--- config.mk ---
export PLATFORM = sky130hd
export DESIGN_NAME = uart_core_fifo
export DESIGN_NICKNAME = d
export VERILOG_FILES = /design/src/rtl/uart_core_fifo.sv
export SDC_FILE = /design/constraint.sdc
export NUM_CORES = 1
export LEC_CHECK = 0
export CORE_MARGIN = 1
export CORE_UTILIZATION = 44
export DETAILED_ROUTE_END_ITERATION = 10
export PLACE_DENSITY = 0.56
export SYNTH_ARGS = -nofsm -noshare
export SYNTH_HDL_FRONTEND = slang
export SYNTH_SLANG_ARGS = --single-unit
--- constraint.sdc ---
create_clock -name clk_i -period 5.55 [get_ports clk_i]
set_input_delay 1.665 -clock clk_i [delete_from_list [all_inputs] [get_ports clk_i]]
set_output_delay 1.665 -clock clk_i [all_outputs]
set_load 0.05 [all_outputs]
--- src/rtl/uart_core_fifo.sv ---
// Avalon-MM UART with TX/RX FIFOs, runtime divisor, optional parity, 1/2 stop bits,
// sticky error flags and a maskable level interrupt.
module uart_core_fifo #(
    parameter int unsigned CLK_FREQ   = 100_000_000,
    parameter int unsigned BAUD_RATE  = 115_200,
    parameter int unsigned DATA_W     = 8,
    parameter int unsigned FIFO_DEPTH = 16
) (
    input  logic       clk_i,
    input  logic       arst_n_i,
    input  logic [3:0] avms_address_i,
    input  logic       avms_read_i,
    input  logic       avms_write_i,
    input  logic [7:0] avms_writedata_i,
    output logic [7:0] avms_readdata_o,
    output logic       uart_txd_o,
    input  logic       uart_rxd_i,
    output logic       IRQ_event
);

    localparam int unsigned AW        = $clog2(FIFO_DEPTH);
    localparam logic [AW:0] FULL_CNT  = (AW + 1)'(FIFO_DEPTH);
    localparam logic [AW:0] ONE_CNT   = (AW + 1)'(1);
    localparam logic [15:0] RESET_DIV = 16'(CLK_FREQ / BAUD_RATE);
    localparam logic [3:0]  DW_LAST   = 4'(DATA_W - 1);

    typedef enum logic [2:0] {TxIdle, TxStart, TxData, TxParity, TxStop} tx_state_e;
    typedef enum logic [2:0] {RxIdle, RxStart, RxData, RxParity, RxStop} rx_state_e;

    logic [15:0] div_q;
    logic [2:0]  ctrl_q;
    logic [2:0]  irq_en_q;
    logic        rx_overrun_q, frame_err_q, parity_err_q, tx_overflow_q;
    logic [7:0]  rdata_q;
    logic        irq_q;

    logic [DATA_W-1:0] tx_mem [FIFO_DEPTH];
    logic [AW-1:0]     tx_wr_q, tx_rd_q, tx_rd_nxt;
    logic [AW:0]       tx_cnt_q;
    logic [DATA_W-1:0] rx_mem [FIFO_DEPTH];
    logic [AW-1:0]     rx_wr_q, rx_rd_q;
    logic [AW:0]       rx_cnt_q;

    tx_state_e         tx_state_q;
    logic [15:0]       tx_baud_q;
    logic [3:0]        tx_bit_q;
    logic [DATA_W-1:0] tx_shift_q;
    logic              tx_par_q, tx_stop_q, txd_q;

    rx_state_e         rx_state_q;
    logic [15:0]       rx_baud_q;
    logic [3:0]        rx_bit_q;
    logic [DATA_W-1:0] rx_shift_q;
    logic              rx_par_bad_q, rx_brk_q;
    logic              rx_s1_q, rx_s2_q, rx_prev_q;

    logic        wr_en, rd_en;
    logic        tx_full, tx_empty, rx_full, rx_empty;
    logic        tx_push_req, tx_push, tx_pop, rx_push, rx_pop;
    logic        tx_idle, err_any, rx_done, rx_stop_low;
    logic        tx_bit_end, rx_bit_end, rx_fall;
    logic [15:0] eff_div;
    logic [7:0]  status, sticky_clr;
    logic [DATA_W-1:0] tx_head, tx_next;

    assign wr_en       = avms_write_i;
    assign rd_en       = avms_read_i & ~avms_write_i;
    assign tx_full     = (tx_cnt_q == FULL_CNT);
    assign tx_empty    = (tx_cnt_q == '0);
    assign rx_full     = (rx_cnt_q == FULL_CNT);
    assign rx_empty    = (rx_cnt_q == '0);
    assign eff_div     = (div_q < 16'd4) ? 16'd4 : div_q;
    assign tx_rd_nxt   = tx_rd_q + AW'(1);
    assign tx_head     = tx_mem[tx_rd_q];
    assign tx_next     = tx_mem[tx_rd_nxt];
    assign tx_bit_end  = (tx_baud_q == 16'd0);
    assign rx_bit_end  = (rx_baud_q == 16'd0);
    assign rx_fall     = rx_prev_q & ~rx_s2_q;

    // The in-flight character stays at the FIFO head until its last stop bit ends.
    assign tx_pop      = (tx_state_q == TxStop) && tx_bit_end && (!ctrl_q[2] || tx_stop_q);
    assign tx_push_req = wr_en && (avms_address_i == 4'h0);
    assign tx_push     = tx_push_req && (!tx_full || tx_pop);
    assign rx_pop      = rd_en && (avms_address_i == 4'h2) && !rx_empty;
    assign rx_done     = (rx_state_q == RxStop) && !rx_brk_q && rx_bit_end && rx_s2_q;
    assign rx_stop_low = (rx_state_q == RxStop) && !rx_brk_q && rx_bit_end && !rx_s2_q;
    assign rx_push     = rx_done && (!rx_full || rx_pop);

    assign tx_idle    = tx_empty && (tx_state_q == TxIdle);
    assign err_any    = rx_overrun_q | frame_err_q | parity_err_q | tx_overflow_q;
    assign status     = {1'b0, tx_overflow_q, parity_err_q, frame_err_q, rx_overrun_q,
                         tx_idle, ~rx_empty, ~tx_full};
    assign sticky_clr = (wr_en && avms_address_i == 4'h1) ? avms_writedata_i : 8'h00;

    assign avms_readdata_o = rdata_q;
    assign uart_txd_o      = txd_q;
    assign IRQ_event       = irq_q;

    always_ff @(posedge clk_i) begin
        if (tx_push) tx_mem[tx_wr_q] <= avms_writedata_i[DATA_W-1:0];
        if (rx_push) rx_mem[rx_wr_q] <= rx_shift_q;
    end

    always_ff @(posedge clk_i or negedge arst_n_i) begin
        if (!arst_n_i) begin
            tx_wr_q  <= '0;
            tx_rd_q  <= '0;
            tx_cnt_q <= '0;
            rx_wr_q  <= '0;
            rx_rd_q  <= '0;
            rx_cnt_q <= '0;
        end else begin
            if (tx_push) tx_wr_q <= tx_wr_q + AW'(1);
            if (tx_pop)  tx_rd_q <= tx_rd_nxt;
            if (tx_push && !tx_pop)      tx_cnt_q <= tx_cnt_q + ONE_CNT;
            else if (!tx_push && tx_pop) tx_cnt_q <= tx_cnt_q - ONE_CNT;
            if (rx_push) rx_wr_q <= rx_wr_q + AW'(1);
            if (rx_pop)  rx_rd_q <= rx_rd_q + AW'(1);
            if (rx_push && !rx_pop)      rx_cnt_q <= rx_cnt_q + ONE_CNT;
            else if (!rx_push && rx_pop) rx_cnt_q <= rx_cnt_q - ONE_CNT;
        end
    end

    always_ff @(posedge clk_i or negedge arst_n_i) begin
        if (!arst_n_i) begin
            div_q         <= RESET_DIV;
            ctrl_q        <= '0;
            irq_en_q      <= '0;
            rx_overrun_q  <= 1'b0;
            frame_err_q   <= 1'b0;
            parity_err_q  <= 1'b0;
            tx_overflow_q <= 1'b0;
            rdata_q       <= '0;
            irq_q         <= 1'b0;
        end else begin
            if (wr_en) begin
                case (avms_address_i)
                    4'h3:    irq_en_q     <= avms_writedata_i[2:0];
                    4'h4:    ctrl_q       <= avms_writedata_i[2:0];
                    4'h5:    div_q[7:0]   <= avms_writedata_i;
                    4'h6:    div_q[15:8]  <= avms_writedata_i;
                    default: ;
                endcase
            end
            // A new event in the same cycle as a clear wins.
            rx_overrun_q  <= (rx_done && rx_full && !rx_pop) | (rx_overrun_q & ~sticky_clr[3]);
            frame_err_q   <= rx_stop_low | (frame_err_q & ~sticky_clr[4]);
            parity_err_q  <= (rx_done && rx_par_bad_q) | (parity_err_q & ~sticky_clr[5]);
            tx_overflow_q <= (tx_push_req && tx_full && !tx_pop)
                             | (tx_overflow_q & ~sticky_clr[6]);
            if (rd_en) begin
                case (avms_address_i)
                    4'h1:    rdata_q <= status;
                    4'h2:    rdata_q <= rx_empty ? 8'h00 : 8'(rx_mem[rx_rd_q]);
                    4'h3:    rdata_q <= {5'b0, irq_en_q};
                    4'h4:    rdata_q <= {5'b0, ctrl_q};
                    4'h5:    rdata_q <= div_q[7:0];
                    4'h6:    rdata_q <= div_q[15:8];
                    default: rdata_q <= 8'h00;
                endcase
            end
            irq_q <= |(irq_en_q & {err_any, tx_idle, ~rx_empty});
        end
    end

    always_ff @(posedge clk_i or negedge arst_n_i) begin
        if (!arst_n_i) begin
            tx_state_q <= TxIdle;
            tx_baud_q  <= '0;
            tx_bit_q   <= '0;
            tx_shift_q <= '0;
            tx_par_q   <= 1'b0;
            tx_stop_q  <= 1'b0;
            txd_q      <= 1'b1;
        end else begin
            unique case (tx_state_q)
                TxIdle: begin
                    txd_q <= 1'b1;
                    if (!tx_empty) begin
                        tx_state_q <= TxStart;
                        txd_q      <= 1'b0;
                        tx_shift_q <= tx_head;
                        tx_par_q   <= ^tx_head ^ ctrl_q[1];
                        tx_baud_q  <= eff_div - 16'd1;
                    end
                end
                TxStart: begin
                    if (tx_bit_end) begin
                        tx_state_q <= TxData;
                        txd_q      <= tx_shift_q[0];
                        tx_shift_q <= tx_shift_q >> 1;
                        tx_bit_q   <= '0;
                        tx_baud_q  <= eff_div - 16'd1;
                    end else begin
                        tx_baud_q <= tx_baud_q - 16'd1;
                    end
                end
                TxData: begin
                    if (tx_bit_end) begin
                        tx_baud_q <= eff_div - 16'd1;
                        if (tx_bit_q == DW_LAST) begin
                            tx_state_q <= ctrl_q[0] ? TxParity : TxStop;
                            txd_q      <= ctrl_q[0] ? tx_par_q : 1'b1;
                            tx_stop_q  <= 1'b0;
                        end else begin
                            tx_bit_q   <= tx_bit_q + 4'd1;
                            txd_q      <= tx_shift_q[0];
                            tx_shift_q <= tx_shift_q >> 1;
                        end
                    end else begin
                        tx_baud_q <= tx_baud_q - 16'd1;
                    end
                end
                TxParity: begin
                    if (tx_bit_end) begin
                        tx_state_q <= TxStop;
                        txd_q      <= 1'b1;
                        tx_stop_q  <= 1'b0;
                        tx_baud_q  <= eff_div - 16'd1;
                    end else begin
                        tx_baud_q <= tx_baud_q - 16'd1;
                    end
                end
                TxStop: begin
                    if (!tx_bit_end) begin
                        tx_baud_q <= tx_baud_q - 16'd1;
                    end else if (ctrl_q[2] && !tx_stop_q) begin
                        tx_stop_q <= 1'b1;
                        tx_baud_q <= eff_div - 16'd1;
                    end else if (tx_cnt_q > ONE_CNT) begin
                        tx_state_q <= TxStart;
                        txd_q      <= 1'b0;
                        tx_shift_q <= tx_next;
                        tx_par_q   <= ^tx_next ^ ctrl_q[1];
                        tx_baud_q  <= eff_div - 16'd1;
                    end else begin
                        tx_state_q <= TxIdle;
                        txd_q      <= 1'b1;
                    end
                end
                default: tx_state_q <= TxIdle;
            endcase
        end
    end

    always_ff @(posedge clk_i or negedge arst_n_i) begin
        if (!arst_n_i) begin
            rx_s1_q      <= 1'b1;
            rx_s2_q      <= 1'b1;
            rx_prev_q    <= 1'b1;
            rx_state_q   <= RxIdle;
            rx_baud_q    <= '0;
            rx_bit_q     <= '0;
            rx_shift_q   <= '0;
            rx_par_bad_q <= 1'b0;
            rx_brk_q     <= 1'b0;
        end else begin
            rx_s1_q   <= uart_rxd_i;
            rx_s2_q   <= rx_s1_q;
            rx_prev_q <= rx_s2_q;
            unique case (rx_state_q)
                RxIdle: begin
                    if (rx_fall) begin
                        rx_state_q   <= RxStart;
                        rx_baud_q    <= (eff_div >> 1) - 16'd1;
                        rx_par_bad_q <= 1'b0;
                    end
                end
                RxStart: begin
                    if (rx_bit_end) begin
                        rx_state_q <= rx_s2_q ? RxIdle : RxData;
                        rx_bit_q   <= '0;
                        rx_baud_q  <= eff_div - 16'd1;
                    end else begin
                        rx_baud_q <= rx_baud_q - 16'd1;
                    end
                end
                RxData: begin
                    if (rx_bit_end) begin
                        rx_shift_q <= {rx_s2_q, rx_shift_q[DATA_W-1:1]};
                        rx_baud_q  <= eff_div - 16'd1;
                        if (rx_bit_q == DW_LAST) rx_state_q <= ctrl_q[0] ? RxParity : RxStop;
                        else                     rx_bit_q   <= rx_bit_q + 4'd1;
                    end else begin
                        rx_baud_q <= rx_baud_q - 16'd1;
                    end
                end
                RxParity: begin
                    if (rx_bit_end) begin
                        rx_par_bad_q <= rx_s2_q != (^rx_shift_q ^ ctrl_q[1]);
                        rx_state_q   <= RxStop;
                        rx_baud_q    <= eff_div - 16'd1;
                    end else begin
                        rx_baud_q <= rx_baud_q - 16'd1;
                    end
                end
                RxStop: begin
                    // After a low stop bit, hold here until the line returns high.
                    if (rx_brk_q) begin
                        if (rx_s2_q) begin
                            rx_brk_q   <= 1'b0;
                            rx_state_q <= RxIdle;
                        end
                    end else if (rx_bit_end) begin
                        if (rx_s2_q) rx_state_q <= RxIdle;
                        else         rx_brk_q   <= 1'b1;
                    end else begin
                        rx_baud_q <= rx_baud_q - 16'd1;
                    end
                end
                default: rx_state_q <= RxIdle;
            endcase
        end
    end

endmodule

==> results.yml <==
status:
  status: "finished clean"
drt:
  wl_um: 49100
  drt_iter0_drc: 1074
  vias_per_cell: 5.87
  avgRoutedWirePerCell_um: 22.6
  vias: 12800
  drc: 0
  drt-pass1-iter-count: 8
  drtAntennaViolNets: 0
logic_synthesis:
  syn-instance-count: 1533
  yosys.area.top_type: "edfxtp_1"
  ys_top_cells_by_area: "edfxtp_1 40%, dfrtp_1 16%, mux4_2 7.7%"
  synth_cell_types: 66
  synth_fa_ha_area_frac: 0.0181
  yosys.area_share.simple: 0.116
  synth_most_common_cell: "edfxtp_1"
  synth_top_family_by_area: "multiplexers"
  synth_top_cells_by_count: "256 x edfxtp_1, 199 x nand2_1, 122 x dfrtp_1"
  synth_top_area_share: 0.403
  synth_area_per_cell_um2: 12.4
  seq_area_frac_synth: 0.575
  synth.area.mux_share: 0.136
  synth_compound_area_frac: 0.0932
  synthArstFlopShare: 0.339
  ys_ff_latch: 387
  synth_edf_count: 256
  syn_area_um2: 19100
  syn_nets: 1577
  ys.flop_type: "edfxtp_1"
  ys_warn_count: 0
  synthXorXnorAreaFrac: 0.0383
cts:
  clkSinkCount: 387
  worstSkewPairLatency_ns: 0.59
  post_cts_buffers: 0
  clk_path_buf_depth: 3
  htree_levels: 2
  clk_pin_slew_ns: 0.06
  cts_buffers: 43
  hold_buffers: 0
  cts_tree: "built"
  clockRootBuffer: "clkbuf_16"
  post_cts_resized: 0
worst_setup_path:
  critPathMaxFanout: 9
  crit_end: "rx_cnt_q[4]$_DFFE_PN0P_"
  cp.arrival_ns: 5.24
  start_kind: "primary input"
  crit_type: "in -> reg"
  cp.required_ns: 6.00
  reg2reg_from: "tx_baud_q[10]$_DFFE_PN0P_"
  r2r_end: "tx_mem[11][0]$_DFFE_PP_"
  rrSetupSlack_ns: 0.95
  critPathCaptureType: "flop"
  reg2reg_depth: 8
  startpoint: "avms_address_i[2]"
die:
  num_rows: 75
  ios: 27
  initial_core_util: 0.451
  die_area_um2: 44200
  die_w_um: 210
  core_um2: 42300
  die_y_um: 210
power_and_ir_drop:
  power_frac_seq: 0.427
  swShare: 0.315
  ir_drop_v: 0.000245
  power.density_nw_per_um2: 404
  internal_power_mw: 5.97
  p_switching_mw: 2.75
  p_comb_frac: 0.230
  pwr-share-clk: 0.344
  leakage_nw: 7.58
  finalPower_mw: 8.73
sta:
  fmax_ghz: 0.209
  finalCritPeriodShare: 0.864
  hold_violations: 0
  slew_violations: 0
  finClkSkew_ns: 0.0258
  timing.max_slew.rel_slack: 0.266
  worst_slew_pin_slew_ns: 1.10
  setup_violations: 0
  rsz0062_at_grt: "no"
  fin_crit_ns: 4.79
  fin_setup_tns_ns: 0
  fin_hold_ws_ns: 0.356
grt:
  grt_pass1_vias: 12500
  grt_pass1_wl_um: 76300
  grt.overflow.total: 0
  grt_max_degree: 70
  antenna_found_initial: 1
  grt_util_all_layers: 0.228
cells_and_area:
  utilization: 0.510
  area_delta_synth_final_pct: 13.1
  drive_gt1_frac: 0.154
  nets: 1605
placement:
  dpl.hpwl_um: 33900
  io_buffers: 26
  gp_congestion: 0.864
worst_hold_path:
  hp-class: "reg -> reg"
  min_path_cells: 0
run:
  cap_violations: 0
worst max-delay path: stages:
cell and delay, ns:
clkdlybuf4s50_1 0.54, nor2_1 0.22, and4b_1 0.23, nor2b_1 0.29, inv_1 0.18, nand3_1 0.15, and4_1 0.45, ha_1 0.29
inv_1 0.12, fa_1 0.42, a21o_1 0.17, a21oi_1 0.17, xnor2_1 0.13, nor2_1 0.06, xor2_1 0.14
state kept, by name, indices dropped and copies added, names as in the netlist, 4 cells and up:
| signal | count |
|---|---|
| tx_wr_q | 4 |
| tx_mem | 128 |
| rx_rd_q | 4 |
| rx_shift_q | 8 |
| rx_cnt_q | 5 |
| avms_readdata_o | 8 |
| rx_bit_q | 4 |
| rx_wr_q | 4 |
| tx_bit_q | 4 |
| rx_baud_q | 16 |
| tx_rd_q | 4 |
| tx_baud_q | 16 |
| tx_shift_q | 8 |
| rx_mem | 128 |
| div_q | 16 |
| tx_cnt_q | 5 |
stage by stage:
| stage | std cells | cell area [um2] | setup WS [ns] |
|---|---|---|---|
| global placement | 2093 | 20100 | 0.317 |
| CTS | 2173 | 21600 | 0.800 |
| global route | 2173 | 21600 | 0.567 |
| floorplan | 1533 | 19100 | 0.994 |
| detailed placement | 2093 | 20100 | 0.206 |
| finish | 2174 | 21600 | 0.757 |
layout make-up:
class                           instances  area (um2)
Fill cell                            3600       20700
Sequential cell                       387       11000
Multi-Input combinational cell       1036        7700
Clock buffer                           61        1200
Tap cell                              577         722
Timing Repair Buffer                   70         592
Clock inverter                         19         289
Inverter                               23        86.3
Antenna cell                            1        2.50
power by group through the flow:
stage          clock network (mW)  registers [mW]  logic, mW
2_1_floorplan                   0            3.59       1.60
3_3_place_gp                    0            3.77       1.97
3_5_place_dp                    0            3.77       2.00
4_1_cts                      3.06            3.72       2.01
5_1_grt                      3.17            3.77       2.24
6_report                     3.00            3.72       2.00
placed cells by master, fill, tap and decap left out, types with 5 or more instances in the layout:
cell and instances:
buf_4 44, edfxtp_1 256, dfrtp_1 120, a21oi_1 51, nor2b_1 16, nand3_1 37, bufinv_16 6, a211oi_1 9
mux2i_1 63, mux2_2 45, o21ai_0 105, nand2_1 199, clkdlybuf4s50_1 25, a22o_1 7, nor3b_1 11, a222oi_1 8
clkbuf_16 43, a31oi_1 8, clkbuf_8 6, a221oi_1 22, mux4_2 65, dfstp_2 9, ha_1 26, nor4_1 10
nand4_1 14, xnor2_1 51, xor2_1 27, inv_1 22, or3_1 11, a22oi_1 19, clkbuf_1 12, nor2_1 92
o22ai_1 15, nand3b_1 8, nor3_1 37, a21o_1 6, nand2b_1 17, clkinv_2 5, o32ai_1 5
logic make-up after synthesis:
family          count (synthesis)
simple gates                  474
flops                         387
compound gates                281
mux                           173
buf+inv                       110
xor+xnor                       81
fa+ha+maj                      27
per-layer routing:
metal  GRT usage  wire length [um]
met1       0.330             22300
met3      0.0438              3260
met4      0.0584               932
met5           0                10
met2       0.354             22600
worst min-delay path by stage:
| stage | slack [ns] | to | start |
|---|---|---|---|
| 2_1_floorplan | 0.35 | rx_s2_q$_DFF_PN1_ | rx_s1_q$_DFF_PN1_ |
| 3_3_place_gp | 0.35 | rx_s2_q$_DFF_PN1_ | rx_s1_q$_DFF_PN1_ |
| 3_5_place_dp | 0.35 | rx_s2_q$_DFF_PN1_ | rx_s1_q$_DFF_PN1_ |
| 4_1_cts | 0.36 | rx_s2_q$_DFF_PN1_ | rx_s1_q$_DFF_PN1_ |
| 5_1_grt | 0.36 | rx_s2_q$_DFF_PN1_ | rx_s1_q$_DFF_PN1_ |
| 6_report | 0.36 | rx_s2_q$_DFF_PN1_ | rx_s1_q$_DFF_PN1_ |
(Power assumes the default switching activity.)
